`src/rtl/riscv_irq_scheduler.sv`:
```
// riscv_irq_scheduler: latches timer/rnd/std interrupt requests and issues them one at a time to the core.
// Define IRQ_SCHED_TIMEOUT_EN to drop an unacknowledged request after TIMEOUT_CYCLES.
module riscv_irq_scheduler #(
    parameter int unsigned TIMEOUT_CYCLES = 256,
    parameter int unsigned HOLDOFF_CYCLES = 2
) (
    input  logic       clk_i,
    input  logic       rst_i,
    input  logic       req_timer_i,
    input  logic [4:0] id_timer_i,
    input  logic       req_rnd_i,
    input  logic [4:0] id_rnd_i,
    input  logic       req_std_i,
    input  logic [4:0] id_std_i,
    input  logic       irq_ack_i,
    input  logic [4:0] irq_ack_id_i,
    output logic       irq_o,
    output logic [4:0] irq_id_o,
    output logic [2:0] grant_o,
    output logic [2:0] pending_o,
    output logic       timeout_o,
    output logic       busy_o
);

    localparam logic [1:0] S_IDLE    = 2'd0;
    localparam logic [1:0] S_ASSERT  = 2'd1;
    localparam logic [1:0] S_HOLDOFF = 2'd2;

    localparam bit          HOLD_EN   = (HOLDOFF_CYCLES != 0);
    localparam logic [15:0] HOLD_LOAD = HOLD_EN ? 16'(HOLDOFF_CYCLES - 1) : 16'd0;

    if (TIMEOUT_CYCLES < 1 || TIMEOUT_CYCLES > 65535) begin : g_bad_timeout
        $error("riscv_irq_scheduler: TIMEOUT_CYCLES must be in 1..65535");
    end

    function automatic logic id_valid(input logic [4:0] id);
        return (id == 5'd3) || (id == 5'd7) || (id == 5'd11) ||
               ((id >= 5'd16) && (id <= 5'd30));
    endfunction

    function automatic logic [2:0] pick_first(input logic [2:0] cand);
        if (cand[0]) return 3'b001;
        if (cand[1]) return 3'b010;
        if (cand[2]) return 3'b100;
        return 3'b000;
    endfunction

    logic [1:0]       state_q;
    logic [15:0]      hold_q;
    logic [2:0]       pend_q;
    logic [2:0][4:0]  cap_id_q;
    logic [2:0]       srv_q;

    logic [2:0]       req_vec;
    logic [2:0][4:0]  id_vec;
    logic [2:0]       vreq;
    logic [2:0]       cand;
    logic [2:0]       win;
    logic [4:0]       win_id;
    logic             ack_match;
    logic             tmo_hit;
    logic [2:0]       clr;

    assign req_vec = {req_std_i, req_rnd_i, req_timer_i};
    assign id_vec  = {id_std_i, id_rnd_i, id_timer_i};

    assign vreq[0] = req_vec[0] && id_valid(id_vec[0]);
    assign vreq[1] = req_vec[1] && id_valid(id_vec[1]);
    assign vreq[2] = req_vec[2] && id_valid(id_vec[2]);

    // Candidates include same-cycle arrivals so an idle scheduler responds in one edge.
    assign cand = pend_q | vreq;
    assign win  = pick_first(cand);

    always_comb begin
        win_id = 5'd0;
        for (int i = 0; i < 3; i++) begin
            if (win[i]) win_id = pend_q[i] ? cap_id_q[i] : id_vec[i];
        end
    end

    assign ack_match = (state_q == S_ASSERT) && irq_ack_i && (irq_ack_id_i == irq_id_o);

`ifdef IRQ_SCHED_TIMEOUT_EN
    localparam logic [15:0] TMO_LAST = 16'(TIMEOUT_CYCLES - 1);
    logic [15:0] wait_q;

    always_ff @(posedge clk_i) begin
        if (rst_i || (state_q != S_ASSERT)) begin
            wait_q <= 16'd0;
        end else if (wait_q != 16'hFFFF) begin
            wait_q <= wait_q + 16'd1;
        end
    end

    assign tmo_hit = (state_q == S_ASSERT) && (wait_q == TMO_LAST) && !ack_match;
`else
    assign tmo_hit = 1'b0;
`endif

    assign clr       = (ack_match || tmo_hit) ? srv_q : 3'b000;
    assign pending_o = pend_q;

    // A fresh request outranks a same-cycle clear of its own flag.
    always_ff @(posedge clk_i) begin
        if (rst_i) begin
            pend_q <= 3'b000;
        end else begin
            pend_q <= (pend_q & ~clr) | vreq;
        end
    end

    always_ff @(posedge clk_i) begin
        for (int i = 0; i < 3; i++) begin
            if (vreq[i] && !(pend_q[i] && !clr[i])) cap_id_q[i] <= id_vec[i];
        end
    end

    always_ff @(posedge clk_i) begin
        if (rst_i) begin
            state_q   <= S_IDLE;
            hold_q    <= 16'd0;
            srv_q     <= 3'b000;
            irq_o     <= 1'b0;
            irq_id_o  <= 5'd0;
            grant_o   <= 3'b000;
            timeout_o <= 1'b0;
            busy_o    <= 1'b0;
        end else begin
            grant_o   <= 3'b000;
            timeout_o <= 1'b0;
            case (state_q)
                S_IDLE: begin
                    if (|cand) begin
                        state_q  <= S_ASSERT;
                        srv_q    <= win;
                        irq_o    <= 1'b1;
                        irq_id_o <= win_id;
                        busy_o   <= 1'b1;
                    end
                end
                S_ASSERT: begin
                    if (ack_match || tmo_hit) begin
                        irq_o     <= 1'b0;
                        grant_o   <= ack_match ? srv_q : 3'b000;
                        timeout_o <= tmo_hit;
                        if (HOLD_EN) begin
                            state_q <= S_HOLDOFF;
                            hold_q  <= HOLD_LOAD;
                        end else begin
                            state_q <= S_IDLE;
                            busy_o  <= 1'b0;
                        end
                    end
                end
                S_HOLDOFF: begin
                    if (hold_q == 16'd0) begin
                        state_q <= S_IDLE;
                        busy_o  <= 1'b0;
                    end else begin
                        hold_q <= hold_q - 16'd1;
                    end
                end
                default: begin
                    state_q <= S_IDLE;
                    irq_o   <= 1'b0;
                    busy_o  <= 1'b0;
                end
            endcase
        end
    end

endmodule
```
`config.mk`:
```
export PLATFORM = sky130hd
export DESIGN_NAME = riscv_irq_scheduler
export DESIGN_NICKNAME = d
export VERILOG_FILES = /design/src/rtl/riscv_irq_scheduler.sv
export SDC_FILE = /design/constraint.sdc
export NUM_CORES = 1
export LEC_CHECK = 0
export BUFFER_PORTS_ARGS = -buffer_cell sky130_fd_sc_hd__buf_4
export CAP_MARGIN = 20
export CORE_UTILIZATION = 55
export DETAILED_ROUTE_END_ITERATION = 8
export PLACE_DENSITY = 0.84
export SETUP_SLACK_MARGIN = 0.05
export SKIP_LAST_GASP = 1
export SLEW_MARGIN = 20
export SYNTH_ARGS = -nofsm -noshare
export SYNTH_HDL_FRONTEND = slang
export SYNTH_SLANG_ARGS = --single-unit
```
`constraint.sdc`:
```
create_clock -name clk_i -period 2.7 [get_ports clk_i]
set_clock_uncertainty 0.2 [all_clocks]
set_input_delay 0.27 -clock clk_i [delete_from_list [all_inputs] [get_ports clk_i]]
set_output_delay 0.27 -clock clk_i [all_outputs]
set_load 0.02 [all_outputs]
```
==> reports/qor.csv <==
metric,value,unit
status,"finished, final reports clean",
min_period_over_period,0.9403,
die_area,4751,µm²
synthFlopType,dfxtp_1,
rsz0062_at_grt,no,
yosys_warnings,0,
synth_simple_gate_area_frac,0.2001,
cp_top_family,simple AND/OR/NAND/NOR gates,
pin_count,40,
setup_tns,0,ns
final_common_cell,buf_4,
postSynthCellCount,260,
clockRootBuffer,clkbuf_8,
synth_edf_count,15,
firstDrtPassIters,4,
routed_wl,5.809,mm
rows,23,
final_nets,351,
die_width,68.93,µm
clock_latency,0.30,ns
synth_compound_area_frac,0.2423,
synth_seq_cells,49,
final_cell_mix,"buf_4 (52), dfxtp_1 (34), nand2_1 (23), a21oi_1 (23)",
worst_pin_slew,0.5731,ns
critPathLaunchType,flip-flop,
clock.fmax,393.9,MHz
antenna_found_initial,0,
power_density,503.8,nW/µm²
die_h,68.93,µm
cts_buffers,5,
antenna_cells,0,
grt_pass1_vias,1879,
synth.area.mux_share,0.03250,
synthAdderAreaFrac,0.005079,
syn2layout_area_growth,25.90,%
clockBufferDepth,2,
cts_tree,yes,
cts.sinks,49,
drc,0,
cp-end-kind,flip-flop,
first_iter_violations,204,
core_area,4144,µm²
p_leak,0.001259,µW
synth_xor_area_frac,0.02133,
seq_area_frac_synth,0.4591,
slowest_delay,0.46,ns
crit_slowest_cell,or4b_1,
syn_area,2464,µm²
ant_nets,0,
crit_arrival,2.54,ns
syn_nets,287,
placed_cells,348,
drv_cap,0,
critPathMaxFanout,10,
async_flop_share,0,
power,1563,µW
grt_pass1_wl,9.059,mm
cp.required,2.70,ns
synth_top_family_by_area,compound AO/OA/AOI/OAI gates,
path_cells,"inv_1, ha_1, or4b_1, or3_1, o21ai_4, buf_4, a2111o_1, nand2_1",
grt_max_degree,20,
cts_max_level,2,
synth_cell_types,53,
grt_util_all_layers,0.2632,
start_util,0.5945,
final_cell_count_no_fill,375,
overflow,0,
vias,2275,
clkTransAtPathRegs,0.09,ns
worstSetupPathType,flip-flop to flip-flop,
drive_gt1_frac,0.2092,
maxSlewViolCount,0,
slew_headroom,0.6080,
worstHoldPathType,input port to flip-flop,
setup_violations,0,
via_per_inst,6.067,
place_congestion,0.8365,
post_cts_resized,0,
min_period,2.539,ns
irDropWorstVdd,0.4097,mV
routedWlPerCell,15.49,µm
port_buffers,38,
synth.avg_cell_area,9.475,µm²
dp.final_hpwl,4.003,mm
cp_num_buf_inv,2,
hold_viol_final,0,
## metal layers
layer  vias to the layer above  part of all wire  GRT usage
li1                       1105                 -          -
met1                      1076              0.48     0.3805
met2                        88              0.45     0.3932
met3                         6             0.060    0.04770
met4                         0             0.013    0.08418
met5                         -                 0          0
## synth_stat cells, types with 2 or more instances
| master | number | area (µm²) |
|---|---|---|
| dfxtp_1 | 34 | 680.7 |
| a21oi_1 | 23 | 115.1 |
| nand2_1 | 23 | 86.33 |
| edfxtp_1 | 15 | 450.4 |
| nand2b_1 | 14 | 87.58 |
| nor2_1 | 14 | 52.55 |
| inv_1 | 12 | 45.04 |
| nand3_1 | 9 | 45.04 |
| clkbuf_1 | 8 | 30.03 |
| mux2i_1 | 8 | 80.08 |
| o21ai_0 | 8 | 40.04 |
| nor3_1 | 6 | 30.03 |
| a21o_1 | 5 | 37.54 |
| a31oi_1 | 5 | 31.28 |
| o2111ai_1 | 5 | 43.79 |
| o311ai_0 | 5 | 43.79 |
| xor2_1 | 5 | 43.79 |
| a2111o_1 | 4 | 45.04 |
| and2_1 | 4 | 25.02 |
| o21ai_1 | 4 | 20.02 |
| a211oi_1 | 3 | 22.52 |
| nand4_1 | 3 | 18.77 |
| nor2b_1 | 3 | 18.77 |
| o221a_2 | 3 | 33.78 |
| o32ai_1 | 3 | 26.28 |
| or4_1 | 3 | 22.52 |
| a2111oi_0 | 2 | 17.52 |
| nor3b_1 | 2 | 15.01 |
| nor4_1 | 2 | 12.51 |
| or3_1 | 2 | 12.51 |
## cells by family (layout without fill, tap and decap cells)
group                    after synthesis  after routing
AO/OA/AOI/OAI                         81             81
XOR/XNOR                               6              6
adder cells (fa/ha/maj)                1              1
buffers and inverters                 22             87
flip-flops                            49             49
multiplexers                           8              8
other                                  1              1
AND/OR/NAND/NOR                       92             92
## through the flow
stage / hold WS, ns / instance area, µm² / utilization / setup WS [ns]
2_1_floorplan: 0.1689 / 2464 / - / 0.2310
3_3_place_gp: 0.2407 / 2838 / 0.6848 / 0.2843
3_5_place_dp: 0.2400 / 2838 / 0.6848 / 0.2016
4_1_cts: 0.07729 / 3072 / 0.7412 / 0.1741
5_1_grt: 0.1042 / 3102 / 0.7485 / 0.06962
6_report: 0.08695 / 3102 / 0.7485 / 0.1611
## sequential cells by signal (all words and copies together), names as in the netlist
name,flops
busy_o,1
cap_id_q,15
grant_o,3
hold_q,16
irq_id_o,5
irq_o,1
pending_o,3
srv_q,3
state_q,2
## path summary, 6_finish.rpt
kind         slack (ns)                 endpoint  depth (start not counted)                    from
max                0.16  hold_q[15]$_SDFFE_PP0P_                          8  hold_q[0]$_SDFFE_PP0P_
min                0.09  pending_o[2]$_SDFF_PP0_                          2                   rst_i
max reg2reg        0.16  hold_q[15]$_SDFFE_PP0P_                          8  hold_q[0]$_SDFFE_PP0P_
min reg2reg        0.26    grant_o[1]$_SDFF_PP0_                          1   srv_q[1]$_SDFFE_PP0P_
## final cells by class
cell class,count,area (µm²)
multi-input combinational,189,1239
clock inverter,1,7.507
tap,50,62.56
sequential,49,1131
inverter,12,45.04
clock buffer,7,76.32
timing repair buffer,67,540.5
fill,286,1042
## repair_timing
action / 4_1_cts / 5_1_grt
endpoints found under the hold margin: 15 / 0
hold buffers: 15 / 0
endpoints found under the setup margin: 0 / 2
setup buffers: 0 / 4
## report_power, final
part	switching (µW)	leakage [µW]	internal (µW)
Sequential	34.7	0.000418	798
Combinational	171	0.000803	142
Clock	234	0.0000385	184
Total	439	0.00126	1120
Power figures use the tool's default switching activity.
